## src/rtl/stencil_stream_ctrl.sv

```systemverilog
// Flow controller for a SIZE x SIZE stencil pipeline: fills the line buffer, streams
// windows downstream, flushes with zeros, and repeats for num_iter passes.
module stencil_stream_ctrl #(
  parameter int SIZE       = 512,
  parameter int ITER_WIDTH = 16
) (
  input  logic                  clk,
  input  logic                  rst,
  input  logic                  start,
  input  logic [ITER_WIDTH-1:0] num_iter,
  input  logic                  s_valid,
  output logic                  s_ready,
  output logic                  m_valid,
  input  logic                  m_ready,
  output logic                  m_last,
  output logic                  shift_en,
  output logic                  flush_sel,
  output logic [31:0]           valid_data_counter,
  output logic [ITER_WIDTH-1:0] iter_count,
  output logic                  busy,
  output logic                  done
);

  localparam logic [31:0] L_ROW   = 32'(SIZE);
  localparam logic [31:0] L_FIRST = 32'(SIZE + 1);
  localparam logic [31:0] L_AREA  = 32'(SIZE * SIZE);
  localparam logic [31:0] L_END   = 32'(SIZE * SIZE + SIZE);

  typedef enum logic [2:0] {IDLE, FILL, RUN, FLUSH, LAST} state_t;

  state_t                r_state, w_next_state;
  logic [31:0]           r_cnt;
  logic [ITER_WIDTH-1:0] r_iter;
  logic [ITER_WIDTH-1:0] r_num;
  logic                  r_m_valid;
  logic                  r_done;

  logic                  w_out_free;
  logic                  w_s_ready;
  logic                  w_shift;
  logic                  w_flush;
  logic                  w_accept_start;
  logic                  w_pass_restart;
  logic                  w_run_done;
  logic [31:0]           w_cnt_next;
  logic [ITER_WIDTH:0]   w_iter_inc;

  assign w_out_free = !r_m_valid || m_ready;
  assign w_cnt_next = r_cnt + 32'd1;
  assign w_iter_inc = {1'b0, r_iter} + {{ITER_WIDTH{1'b0}}, 1'b1};

  // NOTE: every signal gets a default before the case so no path leaves one unassigned (no latch).
  always_comb begin
    w_next_state   = r_state;
    w_s_ready      = 1'b0;
    w_shift        = 1'b0;
    w_flush        = 1'b0;
    w_accept_start = 1'b0;
    w_pass_restart = 1'b0;
    w_run_done     = 1'b0;
    case (r_state)
      IDLE: begin
        if (start) begin
          w_accept_start = 1'b1;
          w_next_state   = FILL;
        end
      end
      FILL: begin
        w_s_ready = 1'b1;
        w_shift   = s_valid;
        if (w_shift && w_cnt_next == L_ROW) w_next_state = RUN;
      end
      RUN: begin
        w_s_ready = w_out_free;
        w_shift   = s_valid && w_out_free;
        if (w_shift && w_cnt_next == L_AREA) w_next_state = FLUSH;
      end
      FLUSH: begin
        w_flush = 1'b1;
        w_shift = w_out_free;
        if (w_shift && w_cnt_next == L_END) w_next_state = LAST;
      end
      LAST: begin
        // The final window of the pass must be consumed before restarting or finishing.
        if (r_m_valid && m_ready) begin
          if (w_iter_inc < {1'b0, r_num}) begin
            w_pass_restart = 1'b1;
            w_next_state   = FILL;
          end else begin
            w_run_done   = 1'b1;
            w_next_state = IDLE;
          end
        end
      end
      default: w_next_state = IDLE;
    endcase
  end

  // NOTE: sequential state uses non-blocking assignments so all registers update together.
  always_ff @(posedge clk) begin
    if (rst) r_state <= IDLE;
    else     r_state <= w_next_state;
  end

  always_ff @(posedge clk) begin
    if (rst) begin
      r_cnt     <= '0;
      r_iter    <= '0;
      r_num     <= '0;
      r_m_valid <= 1'b0;
      r_done    <= 1'b0;
    end else begin
      if (w_accept_start) begin
        r_cnt  <= '0;
        r_iter <= '0;
        r_num  <= (num_iter == '0) ? ITER_WIDTH'(1) : num_iter;
      end else if (w_pass_restart) begin
        r_cnt  <= '0;
        r_iter <= w_iter_inc[ITER_WIDTH-1:0];
      end else if (w_shift) begin
        r_cnt <= w_cnt_next;
      end

      // A window exists once a full row plus one element has entered the buffer.
      if (w_shift && w_cnt_next >= L_FIRST && w_cnt_next <= L_END) r_m_valid <= 1'b1;
      else if (m_ready)                                             r_m_valid <= 1'b0;

      r_done <= w_run_done;
    end
  end

  assign s_ready            = w_s_ready;
  assign shift_en           = w_shift;
  assign flush_sel          = w_flush;
  assign m_valid            = r_m_valid;
  assign m_last             = r_m_valid && (r_cnt == L_END);
  assign valid_data_counter = r_cnt;
  assign iter_count         = r_iter;
  assign busy               = (r_state != IDLE);
  assign done               = r_done;

endmodule

```

## config.mk

```make
export PLATFORM = sky130hd
export DESIGN_NAME = stencil_stream_ctrl
export DESIGN_NICKNAME = d
export VERILOG_FILES = /design/src/rtl/stencil_stream_ctrl.sv
export SDC_FILE = /design/constraint.sdc
export NUM_CORES = 1
export LEC_CHECK = 0
export ABC_AREA = 0
export ABC_CLOCK_PERIOD_IN_PS = 5000
export CAP_MARGIN = 20
export CORE_MARGIN = 2
export CORE_UTILIZATION = 43
export CTS_CLUSTER_DIAMETER = 100
export DETAILED_ROUTE_END_ITERATION = 7
export PLACE_DENSITY_LB_ADDON = 0.3
export SLEW_MARGIN = 20
export SYNTH_ARGS = -nofsm -noshare
export SYNTH_HDL_FRONTEND = slang
export SYNTH_SLANG_ARGS = --single-unit
```

## constraint.sdc

```tcl
create_clock -name clk -period 5 [get_ports clk]
set_clock_uncertainty 0.2 [all_clocks]
set_input_delay 1 -clock clk [delete_from_list [all_inputs] [get_ports clk]]
set_output_delay 1 -clock clk [all_outputs]
set_load 0.02 [all_outputs]
```

# Word level (Yosys, flattened, before mapping)
# Index checks and enable logic that the tools add are counted.
# totals
register_bits,69
inputBits,21
output_inout_bits,55
word_cells,63
# op_classes
add_sub_neg,2
n_lt_le_gt_ge,3
n_eq_ne,13
muxes,19
n_bitwise,2
n_reduce_logical,18
# op_table
op,count
$eq A32 B19 Y1 const B,3
$add A32 B1 Y32 const B,1
$eq A32 B10 Y1 const B,1
$ge A32 B10 Y1 const B,1
$le A32 B19 Y1 const B,1
$add A16 B1 Y17 const B,1
$lt A17 B16 Y1,1
$logic_not A16 Y1,1
$mux W16,1
$mux W3,5
$pmux W3 S5,1
$mux W1,10
$ne A2 B2 Y1 const B,5
$logic_and A1 B1 Y1,8
$eq A3 B2 Y1 const B,2
$reduce_or A3 Y1,2
$reduce_and A5 Y1,1
$eq A3 B1 Y1 const B,1
$eq A3 B3 Y1 const B,1
$logic_not A3 Y1,1
$pmux W1 S3,1
$reduce_bool A3 Y1,1
$not A1 Y1,2
$pmux W1 S2,1
other kinds (4),4

# Longest topological paths before layout
# logic_depth
ltp_word,7
depth_mapped,15
depth_no_buf,14

# Worst setup path after synthesis
# Ideal clock, no wire load.
# synth_path
kind,reg-to-reg
startpoint,"reg r_iter[0], in the netlist iter_count[0]"
endpoint,"reg r_cnt[0], in the netlist valid_data_counter[0]"
setup_time_ns,0.128
arrival_ns,3.757
required_ns,4.672
setup_slack_ns,0.915
path_stages_with_launch,16
n_path_buf,1
period_less_slack_ns,4.085
cell_sequence,dfxtp_1 ha_1 nand3_1 nor3_1 and3_1 xor2_1 ha_1 a21o_1 a21o_1 a2111oi_0 o31ai_1 a21oi_1 nand2_1 nand2b_1 clkbuf_1 nor2_1
# synth_via
elab_chain_len,6
# synth_lines
item,line_no,source
"start, declared",33,logic [ITER_WIDTH-1:0] r_iter;
"start signal, assigned",119,r_iter <= w_iter_inc[ITER_WIDTH-1:0];
$add A16 B1 Y17,50,"assign w_iter_inc = {1'b0, r_iter} + {{ITER_WIDTH{1'b0}}, 1'b1};"
via w_iter_inc[10],46,logic [ITER_WIDTH:0] w_iter_inc;
$lt A17 B16 Y1,86,"if (w_iter_inc < {1'b0, r_num}) begin"
$mux W1,86,
$mux W1,85,if (r_m_valid && m_ready) begin
$mux W1,61,case (r_state)
$reduce_or A3 Y1 (no line),n/a,
"end signal, assigned",121,r_cnt <= w_cnt_next;
"end, declared",32,logic [31:0] r_cnt;
# The timed path passes the listed nets, and every way through them passes these cells.
# A chain may end at the register's enable or synchronous reset.

# Worst setup path in the final report
# layout_path
startpoint,in m_ready
endpoint,out shift_en
# layout_via
elab_chain_len,3
# layout_lines
item,line_no,source
"start, declared",14,"input logic m_ready,"
$logic_or A1 B1 Y1 *,48,assign w_out_free = !r_m_valid || m_ready;
$logic_and A1 B1 Y1,75,w_shift = s_valid && w_out_free;
$pmux W1 S3 *,61,
"end, declared",16,"output logic shift_en,"
# Mark *: on every way between the ends. The rest lies on a longest branch, timed or not.

==> impl_metrics.csv <==
group,metric,value,unit
sta,setup_viol,0,
cells_and_area,fin_util,0.5289,
setup_path,cp.required,3.80,ns
logic_synthesis,yosysWarnings,0,
sta,final.setup.worst_slack,0.8557,ns
setup_path,r2r-start,"iter_count[0]",
logic_synthesis,synthMuxAreaShare,0.01392,
logic_synthesis,synth_cells,562,
route,drc,0,
floorplanning,die_x,106.3,µm
floorplanning,rows,37,
setup_path,crit_path_start,"m_ready",
clock_tree,cts_tree,"done",
flow_run,cap_violations,0,
logic_synthesis,synthFlopType,"dfxtp_1",
sta,final.setup.tns,0,ns
sta,worst_slew_pin_slew,0.7654,ns
setup_path,crit_buf_inv,4,
min_path,hold_class,"reg -> reg",
cells_and_area,nets,663,
route,post_drt_wl_per_cell,14.28,µm
sta,hold_viol,0,
setup_path,crit_path_start_kind,"input port",
clock_tree,clk_pin_slew,0.08,ns
setup_path,path_common_cell,"clkdlybuf4s50_1",
logic_synthesis,ys_ff_latch,69,
global_route,grt_max_degree,33,
clock_tree,root_buffer,"clkbuf_8",
pwr,power.density,205.3,mW/mm²
logic_synthesis,synth_compound_area_frac,0.1161,
placement,dp_slack,0.8737,ns
outcome,status,"complete, no violations",
placement,place_congestion,0.8643,
setup_path,critPathCaptureType,"output port",
logic_synthesis,synth-async-reset-ratio,0,
cells_and_area,area_delta_synth_final,20.37,%
clock_tree,hold_buffers,0,
clock_tree,clk-insertion-delay-late,0.35,ns
sta,fmax,0.2413,GHz
floorplanning,die_y,106.3,µm
setup_path,cp_top_family,"buffers and inverters",
clock_tree,post_cts_resized,0,
placement,dp_hpwl,8.166,mm
sta,slew_violations,0,
clock_tree,cts.path.max_buffers,2,
logic_synthesis,synth_top_family_by_area,"simple AND/OR/NAND/NOR gates",
route,ant_nets,0,
clock_tree,postCtsSetupBuffers,0,
floorplanning,initial_core_util,0.4394,
global_route,gr-total-overflow,0,
placement,io_buffers,75,
setup_path,critPathMaxFanout,10,
pwr,p_total,1111,µW
cells_and_area,nFillCells,991,
logic_synthesis,syn_area_per_cell,7.999,µm²
min_path,min_from,"r_num[4]",
logic_synthesis,ys_seq_area_frac,0.3073,
logic_synthesis,netlist_area,0.004496,mm²
clock_tree,cts_max_level,3,
route,postRouteWirelength,10.89,mm
logic_synthesis,yosys.area_share.simple,0.3034,
route,drt-initial-drc-count,267,
sta,slew_headroom,0.4858,
logic_synthesis,yosysTopAreaCell,"dfxtp_1",
clock_tree,cts.sinks,69,
placement,placed_area,0.005253,mm²
pwr,leakage,0.002025,µW
setup_path,critPathKind,"in -> out",
logic_synthesis,ys_types,65,
floorplanning,die_area,0.01129,mm²
logic_synthesis,synth_edf_count,0,
sta,grt_setup_unrepaired,"no",
pwr,ir_drop,0.1432,mV
cells_and_area,postLayoutCellArea,0.005411,mm²
logic_synthesis,synth.area.top_cells,"dfxtp_1 31%, xor2_1 9.0%, nor2_1 6.6%",
cells_and_area,layout-drive-gt1-share,0.07496,
route,vias_per_cell,5.384,
sta,timing.final.crit_share,0.8289,
route,vias,4108,
logic_synthesis,synth_fa_ha_area_frac,0.05566,
setup_path,r2r_cells,16,
global_route,grt_pass1_vias,3841,
clock_tree,cts_buffers,9,
setup_path,crit_arrival,2.94,ns
setup_path,critical_path_depth,8,
sta,period_minus_slack,4.144,ns
logic_synthesis,synth_nets,603,
logic_synthesis,yosys.area.top_type_share,0.3073,
global_route,grt_util_all_layers,0.2010,
global_route,grt_pass1_wl,18.29,mm
setup_path,path_cells,"clkdlybuf4s50_1 -> nor2b_1 -> o21a_1 -> nor2_1 -> a21oi_1 -> buf_4 -> inv_1 -> clkdlybuf4s50_1",
setup_path,crit_slowest_cell,"clkdlybuf4s50_1",
setup_path,cp_slowest_stage_delay,0.53,ns
global_route,antenna_found_initial,0,
route,dr.pass1.iters,6,
cells_and_area,antenna_cells,0,
floorplanning,pin_count,76,
floorplanning,core_area,0.01023,mm²
min_path,min_path_cells,2,
logic_synthesis,synthXorXnorAreaFrac,0.1305,
-- logic make-up after synthesis --
group,after synthesis
and+or+nand+nor,261
xor gates and xnor gates,67
buffers and inverters,63
muxes,6
AOI/OAI and AO/OA,76
DFF,69
adders and majority gates,20
-- layer usage --
| layer | global-route usage | share of wire | vias to the layer above |
|---|---|---|---|
| li1 | - | - | 2060 |
| met1 | 0.2647 | 0.47 | 1943 |
| met2 | 0.3269 | 0.47 | 93 |
| met3 | 0.04721 | 0.046 | 12 |
| met4 | 0.06015 | 0.011 | 0 |
| met5 | 0 | 0 | - |
-- flip-flops by register name (all words and copies together), names as in the netlist --
name                count
done                    1
iter_count             16
m_valid                 1
r_num                  16
r_state                 3
valid_data_counter     32
-- layout by cell type, fill, tap and decap left out, types with 3 or more instances in the layout --
cell type | synthesis | routed
xor2_1 | 46 | 46
xnor2_1 | 21 | 21
and3_1 | 5 | 5
ha_1 | 20 | 20
and4_1 | 5 | 5
buf_4 | 4 | 7
o21ai_0 | 24 | 24
a21oi_1 | 18 | 18
or2_2 | 6 | 6
mux2i_1 | 4 | 4
a21o_1 | 3 | 3
nand4_1 | 20 | 20
nor4_1 | 10 | 10
inv_1 | 30 | 30
nand2_1 | 47 | 47
dfxtp_1 | 69 | 69
or3_1 | 5 | 5
nand3_1 | 31 | 31
clkbuf_8 | 4 | 9
clkdlybuf4s50_1 | 0 | 75
nor2_1 | 79 | 79
o2111ai_1 | 3 | 3
nor3b_1 | 3 | 3
nand3b_1 | 4 | 4
nand2b_1 | 7 | 7
nor3_1 | 20 | 20
o31a_1 | 3 | 3
clkinv_2 | 0 | 4
-- power breakdown --
part           internal (µW)  leakage [µW]  total, µW  switching [µW]
combinational           60.5       0.00138        144            83.4
sequential               564      0.000559        573            9.74
clock                    177     0.0000829        394             217
-- per-stage QoR --
stage	hold slack, ns	instances
2_1_floorplan	0.2567	562
3_3_place_gp	0.2749	747
3_5_place_dp	0.2772	747
4_1_cts	0.2905	763
5_1_grt	0.3170	763
6_report	0.2914	763
-- worst min-delay path: stages, from the launching register on --
cell and delay, ns:
dfxtp_1 0.31, inv_1 0.06, o21ai_0 0.08
-- cells in the mapped netlist, types with 3 or more instances --
| cell | count |
|---|---|
| nand3_1 | 31 |
| ha_1 | 20 |
| clkbuf_8 | 4 |
| xnor2_1 | 21 |
| nand3b_1 | 4 |
| or2_2 | 6 |
| xor2_1 | 46 |
| mux2i_1 | 4 |
| a21o_1 | 3 |
| nand2_1 | 47 |
| nand4_1 | 20 |
| buf_6 | 5 |
| and4_1 | 5 |
| nor3b_1 | 3 |
| o21ai_0 | 24 |
| or3_1 | 5 |
| o2111ai_1 | 3 |
| and3_1 | 5 |
| nand2b_1 | 7 |
| inv_1 | 30 |
| nor3_1 | 20 |
| clkbuf_1 | 20 |
| o31a_1 | 3 |
| buf_4 | 4 |
| nor4_1 | 10 |
| nor2_1 | 79 |
| dfxtp_1 | 69 |
| a21oi_1 | 18 |
-- final timing paths --
| check | end | slack, ns |
|---|---|---|
| hold / removal | r_num[4] | 0.29 |
| hold reg to reg | r_num[4] | 0.29 |
| setup reg to reg | valid_data_counter[5] | 0.87 |
| setup / recovery | shift_en | 0.86 |
-- area by class of cell --
class	count	area (µm²)	area share
Multi-Input combinational cell	430	2785	0.5147
Sequential cell	69	1381	0.2553
Timing Repair Buffer	82	803.3	0.1484
Tap cell	136	170.2	0.03145
Clock buffer	11	131.4	0.02428
Inverter	30	112.6	0.02081
Clock inverter	5	27.53	0.005087
No activity file was read; power rests on OpenSTA's default activity.
